[config.mk]
export PLATFORM = sky130hd
export DESIGN_NAME = display_timing_sequencer
export DESIGN_NICKNAME = d
export VERILOG_FILES = /design/src/rtl/display_timing_sequencer.sv
export SDC_FILE = /design/constraint.sdc
export NUM_CORES = 1
export LEC_CHECK = 0
export ABC_AREA = 1
export BUFFER_PORTS_ARGS = -buffer_cell sky130_fd_sc_hd__buf_2
export CAP_MARGIN = 20
export CORE_ASPECT_RATIO = 0.6
export CORE_MARGIN = 2
export CORE_UTILIZATION = 53
export DETAILED_ROUTE_END_ITERATION = 16
export PLACE_DENSITY = 0.77
export SLEW_MARGIN = 10
export SYNTH_ARGS = -nofsm -noshare
export SYNTH_HDL_FRONTEND = slang
export SYNTH_SLANG_ARGS = --single-unit
[constraint.sdc]
create_clock -name clk -period 1.9 [get_ports clk]
set_input_delay 0.38 -clock clk [delete_from_list [all_inputs] [get_ports clk]]
set_output_delay 0.38 -clock clk [all_outputs]
set_load 0.005 [all_outputs]
[src/rtl/display_timing_sequencer.sv]
// display_timing_sequencer
//
// Frame timing controller for the display path. Free-running horizontal and
// vertical position counters are decoded into sync / back porch / display /
// front porch regions, producing registered sync, data-enable, coordinates
// and pixel data. Pixels are pulled from an upstream source by valid/ready.
// Start/stop is frame-aligned: once started, a frame always completes.
//
// Ports:
//   clk, rst_n         clock, asynchronous active-low reset
//   enable             run request, sampled every cycle
//   busy               high while not idle
//   pix_valid/data     upstream pixel stream
//   pix_ready          combinational: pixel taken this cycle if pix_valid
//   hsync, vsync, de   registered timing outputs (1 clock after the counter)
//   x, y               active coordinates, 0 when de is low
//   rgb                pixel aligned with de, black when starved
//   frame_start        one-cycle pulse with position (0,0)
//   underflow          sticky starvation flag, only with DTG_UNDERFLOW_DETECT_EN
//
// Configuration macro: DTG_UNDERFLOW_DETECT_EN adds the underflow port/logic.
module display_timing_sequencer #(
   parameter int unsigned H_SYNC    = 10,
   parameter int unsigned H_BP      = 20,
   parameter int unsigned H_DISPLAY = 240,
   parameter int unsigned H_FP      = 10,
   parameter int unsigned V_SYNC    = 2,
   parameter int unsigned V_BP      = 2,
   parameter int unsigned V_DISPLAY = 320,
   parameter int unsigned V_FP      = 4,
   parameter int unsigned DATA_W    = 16,
   localparam int unsigned H_TOTAL  = H_SYNC + H_BP + H_DISPLAY + H_FP,
   localparam int unsigned V_TOTAL  = V_SYNC + V_BP + V_DISPLAY + V_FP,
   localparam int unsigned H_BITS   = $clog2(H_TOTAL),
   localparam int unsigned V_BITS   = $clog2(V_TOTAL),
   localparam int unsigned X_BITS   = $clog2(H_DISPLAY),
   localparam int unsigned Y_BITS   = $clog2(V_DISPLAY)
) (
   input  logic              clk,
   input  logic              rst_n,
   input  logic              enable,
   output logic              busy,
   input  logic              pix_valid,
   input  logic [DATA_W-1:0] pix_data,
   output logic              pix_ready,
   output logic              hsync,
   output logic              vsync,
   output logic              de,
   output logic [X_BITS-1:0] x,
   output logic [Y_BITS-1:0] y,
   output logic [DATA_W-1:0] rgb,
   output logic              frame_start
`ifdef DTG_UNDERFLOW_DETECT_EN
   ,
   output logic              underflow
`endif
);

   typedef enum logic [1:0] {StIdle, StRun, StDrain} state_e;

   localparam logic [H_BITS-1:0] HLast    = H_BITS'(H_TOTAL - 1);
   localparam logic [V_BITS-1:0] VLast    = V_BITS'(V_TOTAL - 1);
   localparam logic [H_BITS-1:0] HSyncEnd = H_BITS'(H_SYNC);
   localparam logic [V_BITS-1:0] VSyncEnd = V_BITS'(V_SYNC);
   localparam logic [H_BITS-1:0] HActBeg  = H_BITS'(H_SYNC + H_BP);
   localparam logic [H_BITS-1:0] HActEnd  = H_BITS'(H_SYNC + H_BP + H_DISPLAY);
   localparam logic [V_BITS-1:0] VActBeg  = V_BITS'(V_SYNC + V_BP);
   localparam logic [V_BITS-1:0] VActEnd  = V_BITS'(V_SYNC + V_BP + V_DISPLAY);

   state_e              state_q, state_d;
   logic [H_BITS-1:0]   hcnt_q, hcnt_d;
   logic [V_BITS-1:0]   vcnt_q, vcnt_d;
   logic                hsync_q, hsync_d;
   logic                vsync_q, vsync_d;
   logic                de_q, de_d;
   logic [X_BITS-1:0]   x_q, x_d;
   logic [Y_BITS-1:0]   y_q, y_d;
   logic [DATA_W-1:0]   rgb_q, rgb_d;
   logic                frame_start_q, frame_start_d;
`ifdef DTG_UNDERFLOW_DETECT_EN
   logic                underflow_q, underflow_d;
`endif

   logic active;
   logic h_disp, v_disp, in_disp;
   logic h_last, v_last;

   assign active  = (state_q != StIdle);
   assign h_disp  = (hcnt_q >= HActBeg) && (hcnt_q < HActEnd);
   assign v_disp  = (vcnt_q >= VActBeg) && (vcnt_q < VActEnd);
   assign in_disp = h_disp && v_disp;
   assign h_last  = (hcnt_q == HLast);
   assign v_last  = (vcnt_q == VLast);

   assign busy      = active;
   assign pix_ready = active && in_disp;

   always_comb begin
      state_d       = state_q;
      hcnt_d        = hcnt_q;
      vcnt_d        = vcnt_q;
      hsync_d       = 1'b0;
      vsync_d       = 1'b0;
      de_d          = 1'b0;
      x_d           = '0;
      y_d           = '0;
      rgb_d         = '0;
      frame_start_d = 1'b0;
`ifdef DTG_UNDERFLOW_DETECT_EN
      underflow_d   = underflow_q;
`endif
      unique case (state_q)
         StIdle: begin
            hcnt_d = '0;
            vcnt_d = '0;
            if (enable) begin
               state_d = StRun;
`ifdef DTG_UNDERFLOW_DETECT_EN
               underflow_d = 1'b0;
`endif
            end
         end
         StRun, StDrain: begin
            // Outputs describe the current position and appear one clock later.
            hsync_d       = (hcnt_q < HSyncEnd);
            vsync_d       = (vcnt_q < VSyncEnd);
            de_d          = in_disp;
            frame_start_d = (hcnt_q == '0) && (vcnt_q == '0);
            if (in_disp) begin
               x_d   = X_BITS'(hcnt_q - HActBeg);
               y_d   = Y_BITS'(vcnt_q - VActBeg);
               // Starved pixels are sent black; timing never stalls.
               rgb_d = pix_valid ? pix_data : '0;
`ifdef DTG_UNDERFLOW_DETECT_EN
               if (!pix_valid) underflow_d = 1'b1;
`endif
            end
            // Counters wrap naturally to (0,0) after the last position.
            hcnt_d = h_last ? '0 : hcnt_q + 1'b1;
            if (h_last) vcnt_d = v_last ? '0 : vcnt_q + 1'b1;
            if (state_q == StRun) begin
               if (!enable) state_d = StDrain;
            end else if (enable) begin
               state_d = StRun;
            end else if (h_last && v_last) begin
               state_d = StIdle;
            end
         end
         default: state_d = StIdle;
      endcase
   end

   always_ff @(posedge clk or negedge rst_n) begin
      if (!rst_n) begin
         state_q       <= StIdle;
         hcnt_q        <= '0;
         vcnt_q        <= '0;
         hsync_q       <= 1'b0;
         vsync_q       <= 1'b0;
         de_q          <= 1'b0;
         x_q           <= '0;
         y_q           <= '0;
         rgb_q         <= '0;
         frame_start_q <= 1'b0;
`ifdef DTG_UNDERFLOW_DETECT_EN
         underflow_q   <= 1'b0;
`endif
      end else begin
         state_q       <= state_d;
         hcnt_q        <= hcnt_d;
         vcnt_q        <= vcnt_d;
         hsync_q       <= hsync_d;
         vsync_q       <= vsync_d;
         de_q          <= de_d;
         x_q           <= x_d;
         y_q           <= y_d;
         rgb_q         <= rgb_d;
         frame_start_q <= frame_start_d;
`ifdef DTG_UNDERFLOW_DETECT_EN
         underflow_q   <= underflow_d;
`endif
      end
   end

   assign hsync       = hsync_q;
   assign vsync       = vsync_q;
   assign de          = de_q;
   assign x           = x_q;
   assign y           = y_q;
   assign rgb         = rgb_q;
   assign frame_start = frame_start_q;
`ifdef DTG_UNDERFLOW_DETECT_EN
   assign underflow   = underflow_q;
`endif

endmodule

==> impl_metrics.env <==
export IMPL_outcome="complete, but fails checks"
export IMPL_comb_power_share=0.265
export IMPL_hp_class="input port to async pin"
export IMPL_grt_antenna_before_repair=0
export IMPL_yosysSeqAreaShare=0.495
export IMPL_yosys_top_cells_count="nand2_1, dfrtp_1, nor2_2"
export IMPL_grt_usage=0.230
export IMPL_critPathSlowestCell="dfrtp_1"
export IMPL_vias=2441
export IMPL_p_per_area_nw_per_um2=987
export IMPL_finalWorstSetupSlack_ps=-102
export IMPL_r2r_end="hcnt_q[6]"
export IMPL_power_frac_clock=0.372
export IMPL_clock_skew_ps=8.75
export IMPL_worstPathMaxFanout=3
export IMPL_nNetsFinal=456
export IMPL_path_cells="inv_2, ha_2, nand2_1, nor2_1, nand2_1, nand2_1, nand2_1, inv_2, nand2_2, nor2_2, buf_2"
export IMPL_setup_viol=1
export IMPL_criticalPathCategory="flip-flop to primary output"
export IMPL_fin_crit_sh=1.05
export IMPL_initial_core_util=0.559
export IMPL_h_tree_depth=3
export IMPL_gr_total_overflow=0
export IMPL_syn_num_nets=369
export IMPL_timing_hold_ws_ps=13.8
export IMPL_synth_ff_type="dfrtp_1"
export IMPL_swShare=0.307
export IMPL_insertedDiodeCount=0
export IMPL_cts_sinks=57
export IMPL_place_congestion=0.969
export IMPL_async_reset_ff_frac=1.00
export IMPL_die_h_um=61.1
export IMPL_avgViaCountPerCell=4.94
export IMPL_drt_iter0_markers=124
export IMPL_grt_max_degree=58
export IMPL_cp_end_kind="primary output"
export IMPL_finalHoldViolCount=0
export IMPL_drive_above_1_share=0.388
export IMPL_cts_tree="built"
export IMPL_dieArea_um2=6070
export IMPL_drcViolationCount=0
export IMPL_yosysMostFrequentCell="nand2_1"
export IMPL_ctsHoldBuffers=0
export IMPL_drtAntennaViolNets=0
export IMPL_path_common_cell="nand2_1"
export IMPL_fin_crit_ps=2000
export IMPL_crit_reg2reg_launch="hcnt_q[1]"
export IMPL_switchingPower_uw=1130
export IMPL_seqPwrFrac=0.363
export IMPL_first_global_vias=2260
export IMPL_violations="setup timing"
export IMPL_power_leakage_uw=0.00209
export IMPL_die_w_um=99.2
export IMPL_dr_pass1_iters=4
export IMPL_yosysTopAreaCell="dfrtp_1"
export IMPL_synth_area_leaders="dfrtp_1, nand2_1, nor2_2"
export IMPL_synthCells=336
export IMPL_crit_buf_inv=3
export IMPL_grt_pass1_wl_um=10400
export IMPL_drv_slew=0
export IMPL_critPathArrivalTime_ps=1620
export IMPL_cts_root_buf="clkbuf_8"
export IMPL_r2r_slack_ps=90
export IMPL_ir_drop_mv=0.925
export IMPL_p_int_uw=2550
export IMPL_dp_hpwl_um=4510
export IMPL_worstSkewPairLatency_ps=350
export IMPL_synth_area_um2=2880
export IMPL_relSlewSlack=0.704
export IMPL_critPathMaxStageDelay_ps=400
export IMPL_rsz0062_at_grt="true"
export IMPL_clk_path_buf_depth=2
export IMPL_cap_violations=0
export IMPL_syn2layout_area_growth_pct=29.5
export IMPL_core_area_um2=5150
export IMPL_max_freq_ghz=0.499
export IMPL_numPortBuffers=58
export IMPL_reg2reg_depth=7
export IMPL_rows=20
export IMPL_critPathLaunchType="flip-flop"
export IMPL_wl_per_cell_um=12.9
export IMPL_startpoint="vcnt_q[3]"
export IMPL_crit_family="simple AND/OR/NAND/NOR gates"
export IMPL_pin_count=59
export IMPL_clk_pin_slew_ps=70
export IMPL_tightest_slew_ps=442
export IMPL_p_total_uw=3690
export IMPL_ys_warn_count=0
export IMPL_synth_edf_count=0
export IMPL_ys_types=26
export IMPL_cp_required_ps=1520
export IMPL_synth_seq_cells=57
export IMPL_yosysTopAreaCellShare=0.495
export IMPL_synth_avg_cell_area_um2=8.58
export IMPL_cts_made_buffers=9
export IMPL_finalWirelength_um=6370
worst max path at each step:
stage	end	slack (ps)	cells after the start
6_report	pix_ready	-100	11
5_1_grt	pix_ready	-210	11
4_1_cts	pix_ready	-100	9
3_5_place_dp	vcnt_q[3]	120	6
3_3_place_gp	pix_ready	170	11
2_1_floorplan	pix_ready	260	8
metal layers:
metal / part of all wire / wire [µm] / vias up / GRT usage
met3: 0.084 / 534 / 8 / 0.0851
met5: 0 / 0 / - / 0
met2: 0.43 / 2710 / 77 / 0.350
met1: 0.48 / 3080 / 1138 / 0.321
met4: 0.0066 / 42 / 0 / 0.0509
li1: - / - / 1218 / -
final cells by class:
| class | count | area, µm² |
|---|---|---|
| sequential | 57 | 1440 |
| fill | 387 | 1420 |
| multi-input combinational | 234 | 1320 |
| timing repair buffer | 85 | 522 |
| inverter | 36 | 138 |
| clock buffer | 9 | 124 |
| clock inverter | 7 | 118 |
| tap | 66 | 82.6 |
power groups by stage:
stage | sequential, µW | clock (µW) | combinational (µW)
6_report | 1340 | 1370 | 977
5_1_grt | 1350 | 1450 | 1090
4_1_cts | 1340 | 1390 | 955
3_5_place_dp | 1370 | 0 | 857
3_3_place_gp | 1360 | 0 | 847
2_1_floorplan | 1360 | 0 | 491
through the flow:
stage               cells  setup TNS [ps]  cell area [µm²]  setup WS (ps)  utilization
finish                494            -102             3730           -102        0.725
global route          494            -208             3730           -205        0.725
CTS                   493            -105             3700           -105        0.717
detailed placement    461               0             3290            123        0.638
global placement      461               0             3290            170        0.638
floorplan             336               0             2880            258            -
cell usage in the layout (no fill, tap or decap), types with 4 or more instances in the layout:
master	netlist	layout
nor2_2	32	35
ha_1	13	10
nand2_1	92	89
inv_2	6	9
nor2_4	2	5
o21ai_0	11	11
nand3_1	15	15
buf_2	2	58
xor2_1	13	13
nor3_1	8	8
nor2_1	31	25
inv_1	29	25
dfrtp_1	57	50
dfrtp_2	0	7
a21oi_1	4	4
clkbuf_8	0	9
buf_4	2	24
flip-flops by register name, summed over array words and instances (netlist names):
signal and cells:
x 8, de 1, frame_start 1, vsync 1, hsync 1, state_q 2
y 9, vcnt_q 9, rgb 16, hcnt_q 9
what timing repair did:
action	4_1_cts	5_1_grt
resized for setup	21	9
setup buffers	16	1
cloned	0	0
pin swaps	9	4
setup endpoints to repair	1	8
kinds of logic (layout without fill, tap and decap cells):
group	after synthesis	in the layout	share of synthesized area
buffers and inverters	45	137	0.0698
flip-flops	57	57	0.495
AND/OR/NAND/NOR	187	187	0.298
XOR/XNOR	15	15	0.0456
AO/OA/AOI/OAI	19	19	0.0360
adder cells (fa/ha/maj)	13	13	0.0564
No activity file was read; power rests on OpenSTA's default activity.
